`src/rtl/ext_hamming_encoder.sv`:
```
// ext_hamming_encoder
//   Streaming extended-Hamming (SECDED) encoder. Generator rows are written
//   into a small row store, then a code order m is committed, which sets the
//   message length k = 2^m - m - 1. Each accepted k-bit message is encoded
//   row-serially, one generator row per cycle, into a (k+m+1)-bit codeword
//   that is presented on a valid/ready output.
//
//   Optional build macro:
//     ROW_CHECK_EN - every accepted row write with odd weight sets cfg_err
//                    (the row is still stored).
//
// Ports
//   clk, reset              clock (rising edge), async active-high reset
//   g_wr_en/addr/data       generator row write port
//   cfg_m, cfg_commit       code order and its commit strobe
//   cfg_err                 sticky configuration error
//   cfg_k                   active message length (0 until a legal commit)
//   in_valid/ready/data     message input handshake
//   out_valid/ready/data    codeword output handshake
module ext_hamming_encoder #(
  parameter int MAX_M = 4,
  parameter int K_MAX = (1 << MAX_M) - MAX_M - 1,
  parameter int CW_W  = (1 << MAX_M)
) (
  input  logic             clk,
  input  logic             reset,
  input  logic             g_wr_en,
  input  logic [3:0]       g_wr_addr,
  input  logic [CW_W-1:0]  g_wr_data,
  input  logic [3:0]       cfg_m,
  input  logic             cfg_commit,
  output logic             cfg_err,
  output logic [4:0]       cfg_k,
  input  logic             in_valid,
  output logic             in_ready,
  input  logic [K_MAX-1:0] in_data,
  output logic             out_valid,
  input  logic             out_ready,
  output logic [CW_W-1:0]  out_data
);

  localparam int IDX_W = $clog2(K_MAX);

  typedef enum logic [1:0] {UNCFG, IDLE, ENC, OUT} state_t;

  state_t           state;
  logic [CW_W-1:0]  rows [K_MAX];
  logic [3:0]       m_reg;
  logic [K_MAX-1:0] msg;
  logic [IDX_W-1:0] idx;
  logic [CW_W-1:0]  acc;

  logic             cfg_state;
  logic             wr_ok;
  logic             row_odd;
  logic             m_legal;
  logic [5:0]       pow_m;
  logic [4:0]       k_new;
  logic [4:0]       cw_len;
  logic [K_MAX-1:0] k_mask;
  logic [CW_W-1:0]  cw_mask;
  logic [CW_W-1:0]  acc_next;
  logic             last;

  // Row store and configuration only change while no message is in flight.
  assign cfg_state = (state == UNCFG) || (state == IDLE);
  assign wr_ok     = g_wr_en && cfg_state && (int'(g_wr_addr) < K_MAX);

`ifdef ROW_CHECK_EN
  assign row_odd = ^g_wr_data;
`else
  assign row_odd = 1'b0;
`endif

  assign m_legal = (cfg_m >= 4'd2) && (int'(cfg_m) <= MAX_M);
  assign pow_m   = 6'd1 << cfg_m;
  assign k_new   = 5'(pow_m - {2'b00, cfg_m} - 6'd1);
  assign cw_len  = cfg_k + {1'b0, m_reg} + 5'd1;

  // A row write in IDLE invalidates the configuration in the same cycle, so
  // the input handshake must already be refused.
  assign in_ready = (state == IDLE) && !g_wr_en;

  always_comb begin
    k_mask  = '0;
    cw_mask = '0;
    for (int i = 0; i < K_MAX; i++) k_mask[i] = (5'(i) < cfg_k);
    for (int i = 0; i < CW_W; i++) cw_mask[i] = (5'(i) < cw_len);
  end

  assign acc_next = acc ^ (msg[idx] ? rows[idx] : '0);
  assign last     = ({1'b0, 4'(idx)} == (cfg_k - 5'd1));

  always_ff @(posedge clk or posedge reset) begin
    if (reset) begin
      for (int i = 0; i < K_MAX; i++) rows[i] <= '0;
    end else if (wr_ok) begin
      rows[g_wr_addr] <= g_wr_data;
    end
  end

  always_ff @(posedge clk or posedge reset) begin
    if (reset) begin
      state     <= UNCFG;
      cfg_err   <= 1'b0;
      cfg_k     <= '0;
      m_reg     <= '0;
      msg       <= '0;
      idx       <= '0;
      acc       <= '0;
      out_valid <= 1'b0;
      out_data  <= '0;
    end else begin
      if (wr_ok && row_odd) cfg_err <= 1'b1;

      case (state)
        UNCFG, IDLE: begin
          if (in_valid && in_ready) begin
            // An accepted message wins; a same-cycle commit is dropped.
            msg   <= in_data & k_mask;
            acc   <= '0;
            idx   <= '0;
            state <= ENC;
          end else begin
            if (state == IDLE && g_wr_en) begin
              state <= UNCFG;
              cfg_k <= '0;
            end
            if (cfg_commit) begin
              if (m_legal) begin
                m_reg <= cfg_m;
                cfg_k <= k_new;
                state <= IDLE;
              end else begin
                cfg_err <= 1'b1;
                state   <= UNCFG;
              end
            end
          end
        end

        ENC: begin
          acc <= acc_next;
          idx <= idx + 1'b1;
          if (last) begin
            out_data  <= acc_next & cw_mask;
            out_valid <= 1'b1;
            state     <= OUT;
          end
        end

        OUT: begin
          if (out_ready) begin
            out_valid <= 1'b0;
            out_data  <= '0;
            state     <= IDLE;
          end
        end

        default: state <= UNCFG;
      endcase
    end
  end

endmodule

```
`config.mk`:
```
export PLATFORM = sky130hd
export DESIGN_NAME = ext_hamming_encoder
export DESIGN_NICKNAME = d
export VERILOG_FILES = /design/src/rtl/ext_hamming_encoder.sv
export SDC_FILE = /design/constraint.sdc
export NUM_CORES = 1
export LEC_CHECK = 0
export CAP_MARGIN = 10
export CORE_MARGIN = 4
export CORE_UTILIZATION = 57
export DETAILED_ROUTE_END_ITERATION = 10
export PLACE_DENSITY_LB_ADDON = 0.15
export RECOVER_POWER = 25
export SLEW_MARGIN = 10
export SYNTH_ARGS = -nofsm -noshare
export SYNTH_HDL_FRONTEND = slang
export SYNTH_SLANG_ARGS = --single-unit
```
`constraint.sdc`:
```
create_clock -name clk -period 10.7 [get_ports clk]
set_clock_uncertainty 0.15 [all_clocks]
set_input_delay 2.14 -clock clk [delete_from_list [all_inputs] [get_ports clk]]
set_output_delay 2.14 -clock clk [all_outputs]
set_load 0.005 [all_outputs]
```
# ---- Word level (Yosys, flattened, before mapping)
# Index checks and enable logic that the tools add are counted.
# Widths: inputs -> output; s select.
dict set report word_totals {
  latchBits 0
  word_cells 125
  romBits 0
  memories 0
  regBits 236
  ramBits 0
  output_inout_bits 24
}
dict set report op_classes {
  magnitude_cmp 34
  n_shift 1
  muxes 29
  n_bitwise 7
  n_reduce_logical 20
  n_eq_ne 8
  add_sub_neg 6
  n_mul 0
  n_div 0
}
# op count
set op_table {}
lappend op_table {{$bwmux 176} 1}
lappend op_table {{$mux 16} 7}
lappend op_table {{$bmux 16 s4} 1}
lappend op_table {{$demux 16 s4} 1}
lappend op_table {{$pmux 16 s2} 2}
lappend op_table {{$lt 4x5->1 const A} 11}
lappend op_table {{$lt 3x5->1 const A} 8}
lappend op_table {{$lt 1x5->1 const A} 4}
lappend op_table {{$lt 2x5->1 const A} 4}
lappend op_table {{$and 16x16->16} 1}
lappend op_table {{$xor 16x16->16} 1}
lappend op_table {{$mux 5} 3}
lappend op_table {{$and 11x11->11} 1}
lappend op_table {{$ge 5x5->1 const B} 2}
lappend op_table {{$mux 2} 5}
lappend op_table {{$not 4->5} 2}
lappend op_table {{$sub 5x1->5 const B} 2}
lappend op_table {{$pmux 4 s2} 1}
lappend op_table {{$reduce_and 4->1} 2}
lappend op_table {{$logic_and 1x1->1} 7}
lappend op_table {{$ne 2x2->1 const B} 3}
lappend op_table {{$pmux 2 s3} 1}
lappend op_table {{$reduce_and 2->1} 3}
lappend op_table {{$reduce_and 3->1} 2}
lappend op_table {{other kinds (24)} 30}

# ---- Logic depth before layout (Yosys ltp)
dict set report depth {
  ltp_word 9
  mapped_depth 9
  depth_no_buf 9
}

# ---- Least setup slack after synthesis
# OpenSTA, ideal clock, no wires.
dict set report synth_timing {
  kind {input-to-output}
  startpoint {input port g_wr_en}
  endpoint {output port in_ready}
  path_slack_ns 5.968
  cell_stages 1
  required_time_ns 8.410
  arrival_time_ns 2.442
  path_cell_list {nor3b_1}
}
dict set report synth_between {
  elab_chain_len 2
}
# element line
set synth_rtl {}
lappend synth_rtl {{from (decl)} 27} ;# input logic g_wr_en,
lappend synth_rtl {{$logic_not 1->1} 82} ;# assign in_ready = (state == IDLE) && !g_wr_en;
lappend synth_rtl {{$logic_and 1x1->1} 82}
lappend synth_rtl {{to (decl)} 35} ;# output logic in_ready,
# Every way passes these cells.

# ---- Worst setup path after layout
# Same ends and word-level chain as after synthesis.

==> flow_metrics.tcl <==
set metrics [dict create \
    run_status "complete, but fails checks" \
    failing_checks "max-capacitance violations, max-slew violations" \
    route.met2.wl_um 12600 \
    ys.flop_type "sky130_fd_sc_hd__dfrtp_1" \
    top_layer_used "met4" \
    netlist_top_cells_area "sky130_fd_sc_hd__dfrtp_1, sky130_fd_sc_hd__mux2_2, sky130_fd_sc_hd__mux2i_1, sky130_fd_sc_hd__nand2_1, sky130_fd_sc_hd__mux4_2" \
    tightest_slew_margin_relative_to_the_limit -1.35 \
    required_ns 8.41 \
    dp_cells 1227 \
    grt_pass1_wl_um 41700 \
    synth_top_area_cell "sky130_fd_sc_hd__dfrtp_1" \
    synth-edff-count 0 \
    worst_skew_pair.late_latency_ns 0.52 \
    power.leakage_nw 5.88 \
    gr-total-overflow 0 \
    largest-register "rows" \
    minimum_period_implied_by_the_final_worst_setup_slack_ns 5.89 \
    met3WireLength_um 951 \
    reg2reg_to "out_data[13]$_DFFE_PP0P_" \
    arrival_ns 3.60 \
    cts_tree "done" \
    clock_tree.root_cell "sky130_fd_sc_hd__clkbuf_16" \
    floorplan.initialDensity 0.587 \
    htree_levels 1 \
    path_class "in2out" \
    postSynthCellCount 956 \
    pin_count_of_the_biggest_net_entering_global_routing 82 \
    ys_ff_latch 236 \
    met1_length_um 11600 \
    max-cap-violations 2 \
    final_hpwl_from_detailed_placement_um 15800 \
    postSynthAreaPerCell_um2 12.2 \
    pre_cts_ws_ns 4.95 \
    grt_pass1_vias 7800 \
    core_region_area_um2 19800 \
    detail_route.first_pass.iterations 5 \
    r2r_cells 8 \
    grt_antenna_before_repair 0 \
    final_antenna_net_count 0 \
    regToRegStartpoint "cfg_k[0]$_DFFE_PP0P_" \
    post_route_cells_drive_above_1_share 0.269 \
    cp-endpoint "in_ready" \
    final.fill_count 1515 \
    worst_ir_drop_vdd_uv 159 \
    synth.yosys.seq_area_share 0.508 \
    route.final.wire_length_um 25900 \
    yosysUniqueCellTypes 62 \
    remaining_drc_errors 0 \
    timing.hold.worst.class "reg2reg" \
    report.power.total_mw 1.88 \
    synth-async-reset-ratio 1.00 \
    path_clk_slew_ns 0.06 \
    startpoint_of_the_most_critical_hold_path "out_data[0]$_DFFE_PP0P_" \
    timing.critical_path.fanout_max 3 \
    antenna_cells 0 \
    numPortBuffers 64 \
    routed-via-count 7622 \
    syn_nets 1007 \
    synth.yosys.warnings 0 \
    number_of_i_o_pins 65 \
    largest_register_ff_count 176 \
    setup-tns-final_ns 0 \
    cts_buffers 26 \
    gpl.final_weighted_congestion 0.866 \
    cts.repair_timing.setup_buffer_count 0 \
    max_clock_freq_ghz 0.170 \
    clock_sinks 236 \
    grt_usage 0.234 \
    end_kind "primary output" \
    setup-violations-final 0 \
    wl_per_cell_um 20.3 \
    floorplan.die_area_um2 22700 \
    worst_setup_path_startpoint "g_wr_en" \
    clock_tree.buffer_depth 3 \
    synthDominantCellAreaShare 0.508 \
    die_h_um 151 \
    dieWidth_um 151 \
    start_kind "primary input" \
    finalHoldViolations 0 \
    period_share 0.550 \
    syn_area_um2 11600 \
    rsz0062_at_grt "false" \
    power.density_cell_area_nw_per_um2 142 \
    max_slew.worst_pin.slew_ns 3.50 \
    initialDrtViolationCount 415 \
    area.growth.synth_to_final_pct 13.9 \
    finalNetCount 1041 \
    final_max_slew_viol_count 99 \
    core.rowCount 51 \
    r2r_slack_ns 7.38 \
    final_critical_path_setup_slack_ns 4.81 \
    post_cts_resize_count 0 \
    largestRegisters "rows x176, acc x16, out_data x16" \
    final_cells 1274 \
    cts-hold-fix-buffers 0 \
    drt-vias-per-instance 5.98 \
]
cell families after synthesis:
group	count (synthesis)	synth area share
mux	245	0.249
simple gates	219	0.0891
compound gates	142	0.0872
xor+xnor	26	0.0196
buf+inv	78	0.0345
flops	236	0.508
fa+ha+maj	10	0.0121
cell usage after synthesis (all sizes together), types with 2 or more instances:
cell	instances
a2bb2oi	2
nor2b	7
a221oi	16
xnor2	17
o31ai	4
o2bb2ai	17
nand3	27
o21a	2
a21oi	26
nor2	37
a21o	2
inv	9
dfrtp	236
o21ai	59
nand3b	17
and2	5
nand2	100
mux4	17
xor2	9
buf	28
a32o	3
mux2	176
nand2b	6
nor3	4
mux2i	52
and3	3
ha	8
fa	2
clkbuf	41
nor3b	6
per-layer routing:
layer	track usage	vias to the layer above
met2	0.392	158
met3	0.0308	55
met4	0.0671	0
met1	0.322	3904
met5	0	-
li1	-	3505
worst min-delay path by stage:
| stage | endpoint | slack [ns] | depth (start not counted) |
|---|---|---|---|
| after CTS | out_data[14]$_DFFE_PP0P_ | 0.33 | 2 |
| after global routing | out_data[14]$_DFFE_PP0P_ | 0.34 | 2 |
| after floorplan | msg[7]$_DFFE_PP0P_ | 0.29 | 2 |
| after global placement | msg[7]$_DFFE_PP0P_ | 0.30 | 2 |
| after detailed placement | cfg_err$_DFFE_PP0P_ | 0.32 | 1 |
| final | out_data[0]$_DFFE_PP0P_ | 0.32 | 2 |
through the flow:
step	hold slack (ns)	cell area (um^2)	util
floorplan	0.288	11600	-
global placement	0.302	12300	0.623
detailed placement	0.315	12300	0.623
CTS	0.334	13200	0.669
global route	0.343	13200	0.669
finish	0.321	13200	0.669
final cells by class:
class | instances | area (um^2) | area share
Clock buffer | 39 | 801 | 0.0605
Clock inverter | 8 | 121 | 0.00917
Multi-Input combinational cell | 642 | 5310 | 0.401
Timing Repair Buffer | 75 | 723 | 0.0546
Tap cell | 265 | 332 | 0.0251
Sequential cell | 236 | 5910 | 0.447
Inverter | 9 | 35.0 | 0.00265
report_power, final:
part / switching (mW) / total, mW / leakage [nW] / internal, mW
clock: 0.354 / 0.941 / 0.453 / 0.587
sequential: 0 / 0.893 / 3.12 / 0.893
combinational: 0.0306 / 0.0459 / 2.30 / 0.0153
layout by cell type (no fill, tap or decap), types with 16 or more instances in the layout:
cell type,instances
sky130_fd_sc_hd__nand3_1,27
sky130_fd_sc_hd__dfrtp_1,234
sky130_fd_sc_hd__mux2_2,176
sky130_fd_sc_hd__nand3b_1,17
sky130_fd_sc_hd__o21ai_0,59
sky130_fd_sc_hd__dlygate4sd3_1,21
sky130_fd_sc_hd__clkbuf_16,27
sky130_fd_sc_hd__o2bb2ai_1,17
sky130_fd_sc_hd__nand2_1,100
sky130_fd_sc_hd__nor2_1,36
sky130_fd_sc_hd__a221oi_1,16
sky130_fd_sc_hd__mux2i_1,52
sky130_fd_sc_hd__clkdlybuf4s50_1,43
sky130_fd_sc_hd__xnor2_1,17
critical path, cell delays in order:
cell and delay (ns):
sky130_fd_sc_hd__dlygate4sd3_1 0.58, sky130_fd_sc_hd__nor3b_1 0.31, sky130_fd_sc_hd__clkdlybuf4s50_1 0.56
Power figures use the tool's default switching activity.
